===== config.mk =====
export PLATFORM = sky130hd
export DESIGN_NAME = usr_serial_rx
export DESIGN_NICKNAME = d
export VERILOG_FILES = /design/src/rtl/usr_serial_rx.sv
export SDC_FILE = /design/constraint.sdc
export NUM_CORES = 1
export LEC_CHECK = 0
export BUFFER_PORTS_ARGS = -buffer_cell sky130_fd_sc_hd__buf_2
export CORE_MARGIN = 2
export CORE_UTILIZATION = 47
export CTS_CLUSTER_DIAMETER = 60
export CTS_CLUSTER_SIZE = 10
export DETAILED_ROUTE_END_ITERATION = 8
export PLACE_DENSITY_LB_ADDON = 0.1
export SLEW_MARGIN = 0
export SYNTH_ARGS = -nofsm -noshare
export SYNTH_HDL_FRONTEND = slang
export SYNTH_SLANG_ARGS = --single-unit

===== constraint.sdc =====
create_clock -name clk -period 5 [get_ports clk]
set_input_delay 1 -clock clk [delete_from_list [all_inputs] [get_ports clk]]
set_output_delay 1 -clock clk [all_outputs]
set_load 0.02 [all_outputs]

===== src/rtl/usr_serial_rx.sv =====
// Serial frame receiver for an LSB-first USR bit stream.
// Checks start/parity/stop and buffers good words behind valid/ready.
module usr_serial_rx #(
    parameter int WIDTH = 5,
    parameter int DEPTH = 2
) (
    input  logic             clk,
    input  logic             rst,
    input  logic             SI,
    input  logic             bit_en,
    output logic [WIDTH-1:0] PO,
    output logic             po_valid,
    input  logic             po_ready,
    output logic             parity_err,
    output logic             frame_err,
    output logic             overrun
);

    localparam int CW = $clog2(WIDTH + 1);
    localparam int PW = (DEPTH > 1) ? $clog2(DEPTH) : 1;
    localparam int NW = $clog2(DEPTH + 1);

    typedef enum logic [1:0] {
        IDLE,
        DATA,
        PARITY,
        STOP
    } state_t;

    state_t           state_q, state_d;
    logic [WIDTH-1:0] shift_q, shift_d;
    logic [CW-1:0]    cnt_q, cnt_d;
    logic             pmis_q, pmis_d;

    logic [WIDTH-1:0] mem_q [DEPTH];
    logic [PW-1:0]    wptr_q, rptr_q;
    logic [NW-1:0]    count_q;

    logic             push, pop, full;
    logic             perr_d, ferr_d, ovr_d;
    logic             perr_q, ferr_q, ovr_q;

    assign pop  = po_valid && po_ready;
    assign full = (count_q == NW'(DEPTH));

    always_ff @(posedge clk or posedge rst) begin
        if (rst) begin
            state_q <= IDLE;
            shift_q <= '0;
            cnt_q   <= '0;
            pmis_q  <= 1'b0;
        end else begin
            state_q <= state_d;
            shift_q <= shift_d;
            cnt_q   <= cnt_d;
            pmis_q  <= pmis_d;
        end
    end

    always_comb begin
        state_d = state_q;
        shift_d = shift_q;
        cnt_d   = cnt_q;
        pmis_d  = pmis_q;
        if (bit_en) begin
            unique case (state_q)
                IDLE: begin
                    if (!SI) begin
                        state_d = DATA;
                        cnt_d   = '0;
                    end
                end
                DATA: begin
                    shift_d = {SI, shift_q[WIDTH-1:1]};
                    cnt_d   = cnt_q + CW'(1);
                    if (cnt_q == CW'(WIDTH - 1)) begin
                        state_d = PARITY;
                    end
                end
                PARITY: begin
                    pmis_d  = SI ^ (^shift_q);
                    state_d = STOP;
                end
                STOP: begin
                    state_d = IDLE;
                end
                default: state_d = IDLE;
            endcase
        end
    end

    // A pop in the same cycle frees a slot, so a full buffer still accepts.
    always_comb begin
        push   = 1'b0;
        perr_d = 1'b0;
        ferr_d = 1'b0;
        ovr_d  = 1'b0;
        if (bit_en && state_q == STOP) begin
            if (!SI) begin
                ferr_d = 1'b1;
            end else if (pmis_q) begin
                perr_d = 1'b1;
            end else if (full && !pop) begin
                ovr_d = 1'b1;
            end else begin
                push = 1'b1;
            end
        end
    end

    always_ff @(posedge clk or posedge rst) begin
        if (rst) begin
            perr_q <= 1'b0;
            ferr_q <= 1'b0;
            ovr_q  <= 1'b0;
        end else begin
            perr_q <= perr_d;
            ferr_q <= ferr_d;
            ovr_q  <= ovr_d;
        end
    end

    always_ff @(posedge clk or posedge rst) begin
        if (rst) begin
            for (int i = 0; i < DEPTH; i++) begin
                mem_q[i] <= '0;
            end
            wptr_q  <= '0;
            rptr_q  <= '0;
            count_q <= '0;
        end else begin
            if (push) begin
                mem_q[wptr_q] <= shift_q;
                wptr_q        <= wptr_q + PW'(1);
            end
            if (pop) begin
                rptr_q <= rptr_q + PW'(1);
            end
            if (push && !pop) begin
                count_q <= count_q + NW'(1);
            end else if (pop && !push) begin
                count_q <= count_q - NW'(1);
            end
        end
    end

    assign po_valid   = (count_q != '0);
    assign PO         = po_valid ? mem_q[rptr_q] : '0;
    assign parity_err = perr_q;
    assign frame_err  = ferr_q;
    assign overrun    = ovr_q;

endmodule


==> metrics.txt <==
startpoint class of the critical path flop; RePlAce Congestion 0.714; Final nets around 140; clk buf depth 2; met2 Track Usage GR 0.247; Post-Syn Area per Cell between 10 and 15 µm²; Die X between 50 and 60 µm; Setup crit end kind output pin; worst min-delay path class flop to flop; Pre-antenna DRT Iters 4; register area share after synthesis 0.511; worst setup margin 2580 ps; Tcrit/Tclk final 0.485; Worst-path clk slew around 150 ps; Post-synth ARST share 1.00; Core Rows 19; largest family of logic cells by synthesized area multiplexers; largest net degree at the start of global routing 29; Worst Max-Slew Pin Slew between 1000 and 1500 ps; via-per-instance ratio roughly 5.4; leakage power 0.000769 µW; adder-cell area share of the yosys netlist 0.0639; CP Class flop to output pin; Residual DRC 0; die area 3370 µm²; Max Fclk a little over 400 MHz; Mapped Area 1370 µm²; status finished, final reports clean; Synth area leader dfrtp_1; Synth Area in Compound Gates 0.0566; PwrDens a little over 600 nW/µm²; simple-gate area share of the yosys netlist 0.0867; Fin Hold WS 528 ps; fin area between 1500 and 2000 µm²; met3 Usage GRT 0.0223; GRT overflow 0; post-layout util 0.551; Post-Synth XOR/XNOR Area 0.0675; number of global-route vias before repair between 800 and 900; area fraction of the dominant cell type after synthesis 0.511; Post-synth EDFFs 0; unrepaired setup endpoints after global routing no; post-place setup slack between 2000 and 3000 ps; top_reg_cell synth dfrtp_1; Layout area overhead 10.8%; htree depth 1; Post-Syn Instances 108; share of cells above drive strength 1 0.301; total track usage 0.150; max cap viols 0; die height between 50 and 60 µm; total clock sinks 28; Final Skew roughly 1.8 ps; filler instances between 200 and 250; Crit path required time around 4000 ps; Inserted Diodes 0; hold path cells 1; Setup Fix Bufs, Post-CTS 0; synth unique cells 27; synth warn 0; Detailed Route WL roughly 2200 µm; M1 GR Usage 0.196; syn_nets between 100 and 150; Final Hold Viols 0; post_cts resized 0; Initial Util 0.497; worst-case reg-to-reg path depth 4; crit path DAT around 1400 ps; mux cell area share after synthesis 0.189; busiest grt layer met2; setup TNS 0 ps; Tmin final around 2400 ps; WL/cell approximately 14 µm; initial antenna violation count 0; CTS Buf Count 3; number of DRC markers in iteration 0 18; Slew Viols, Final 0; number of port buffers 13; Clock Latency Late Sink between 300 and 400 ps; CTS Hold Buffers Added 0; via count 824; first-pass GRT wire length about 3800 µm; worst-path fanout max 6; Boundary Pins 14; post-place instance area approximately 1500 µm²; Slew headroom 0.312; Post-DP HPWL 1620 µm; antenna-violating nets left 0; CTS tree yes; Root Buffer clkbuf_4; Synth Register Bits 28; leading cell types by total area after synthesis dfrtp_1 (51%), mux2_2 (9.0%), ha_1 (6.4%); Core ar. around 2800 µm²; maximum vdd drop 0.372 mV; Final Setup Violations 0
## power by group
| group | total [µW] | switching, µW | internal [µW] |
|---|---|---|---|
| registers | 416 | 96.6 | 319 |
| clock network | 147 | 66.0 | 81.1 |
| logic | 373 | 168 | 205 |
| total | 936 | 331 | 605 |
## state kept, by name (all words and copies together) (netlist names)
| register | flops |
|---|---|
| rptr_q | 1 |
| pmis_q | 1 |
| mem_q | 10 |
| wptr_q | 1 |
| state_q | 2 |
| shift_q | 5 |
| count_q | 2 |
| overrun | 1 |
| frame_err | 1 |
| cnt_q | 3 |
| parity_err | 1 |
## routing by layer
layer / share of wire / wire (µm)
met5: 0 / 0
met4: 0.019 / 42
met3: 0.029 / 62
met2: 0.46 / 992
met1: 0.49 / 1060
## through the flow
step / power [µW] / instances
3_3_place_gp: 785 / 150
6_report: 936 / 154
2_1_floorplan: 706 / 108
5_1_grt: 1010 / 154
4_1_cts: 947 / 154
3_5_place_dp: 800 / 150
## worst paths after layout
check                            from    endpoint  slack (ps)
max                        count_q[0]       PO[3]        2580
max reg2reg                state_q[1]    mem_q[2]        3110
max in group asynchronous         rst    mem_q[2]        3490
min                        count_q[1]  count_q[1]         530
min reg2reg                count_q[1]  count_q[1]         530
min in group asynchronous         rst  shift_q[2]         890
## final cells by class
type	instances	area (µm²)	area share
Timing Repair Buffer	13	65.1	0.0428
Clock inverter	1	30.0	0.0198
Clock buffer	3	22.5	0.0148
Tap cell	31	38.8	0.0255
Multi-Input combinational cell	71	636	0.418
Sequential cell	28	701	0.461
Inverter	7	26.3	0.0173
## worst max-delay path, cell delays in order (launching register included)
cell	delay (ps)
dfrtp_1	460
nor2_1	370
nor2_1	100
buf_2	170
## layout by cell type, fill, tap and decap left out, types with 2 or more instances in the layout
| master | n |
|---|---|
| clkbuf_4 | 3 |
| nor2_1 | 10 |
| buf_2 | 13 |
| inv_1 | 7 |
| xor2_1 | 4 |
| o21ai_0 | 3 |
| nand2_1 | 3 |
| mux2_2 | 11 |
| nand2b_1 | 2 |
| mux2_4 | 5 |
| a21bo_2 | 2 |
| xnor2_1 | 4 |
| a21oi_1 | 2 |
| ha_1 | 7 |
| mux2i_1 | 6 |
| dfrtp_1 | 28 |
| nor3b_1 | 2 |
## cell usage after synthesis, types with 2 or more instances
| cell type | count |
|---|---|
| xnor2_1 | 4 |
| nor3b_1 | 2 |
| mux2_4 | 5 |
| nand2b_1 | 2 |
| inv_1 | 7 |
| ha_1 | 7 |
| a21oi_1 | 2 |
| mux2i_1 | 6 |
| xor2_1 | 4 |
| nor2_1 | 10 |
| o21ai_0 | 3 |
| mux2_2 | 11 |
| dfrtp_1 | 28 |
| a21bo_2 | 2 |
| nand2_1 | 3 |
## kinds of logic after synthesis
kind of cell,Yosys count
AND/OR/NAND/NOR,22
buffers and inverters,9
flip-flops,28
multiplexers,22
AO/OA/AOI/OAI,11
adder cells (fa/ha/maj),7
XOR/XNOR,9
Power figures use the tool's default switching activity.
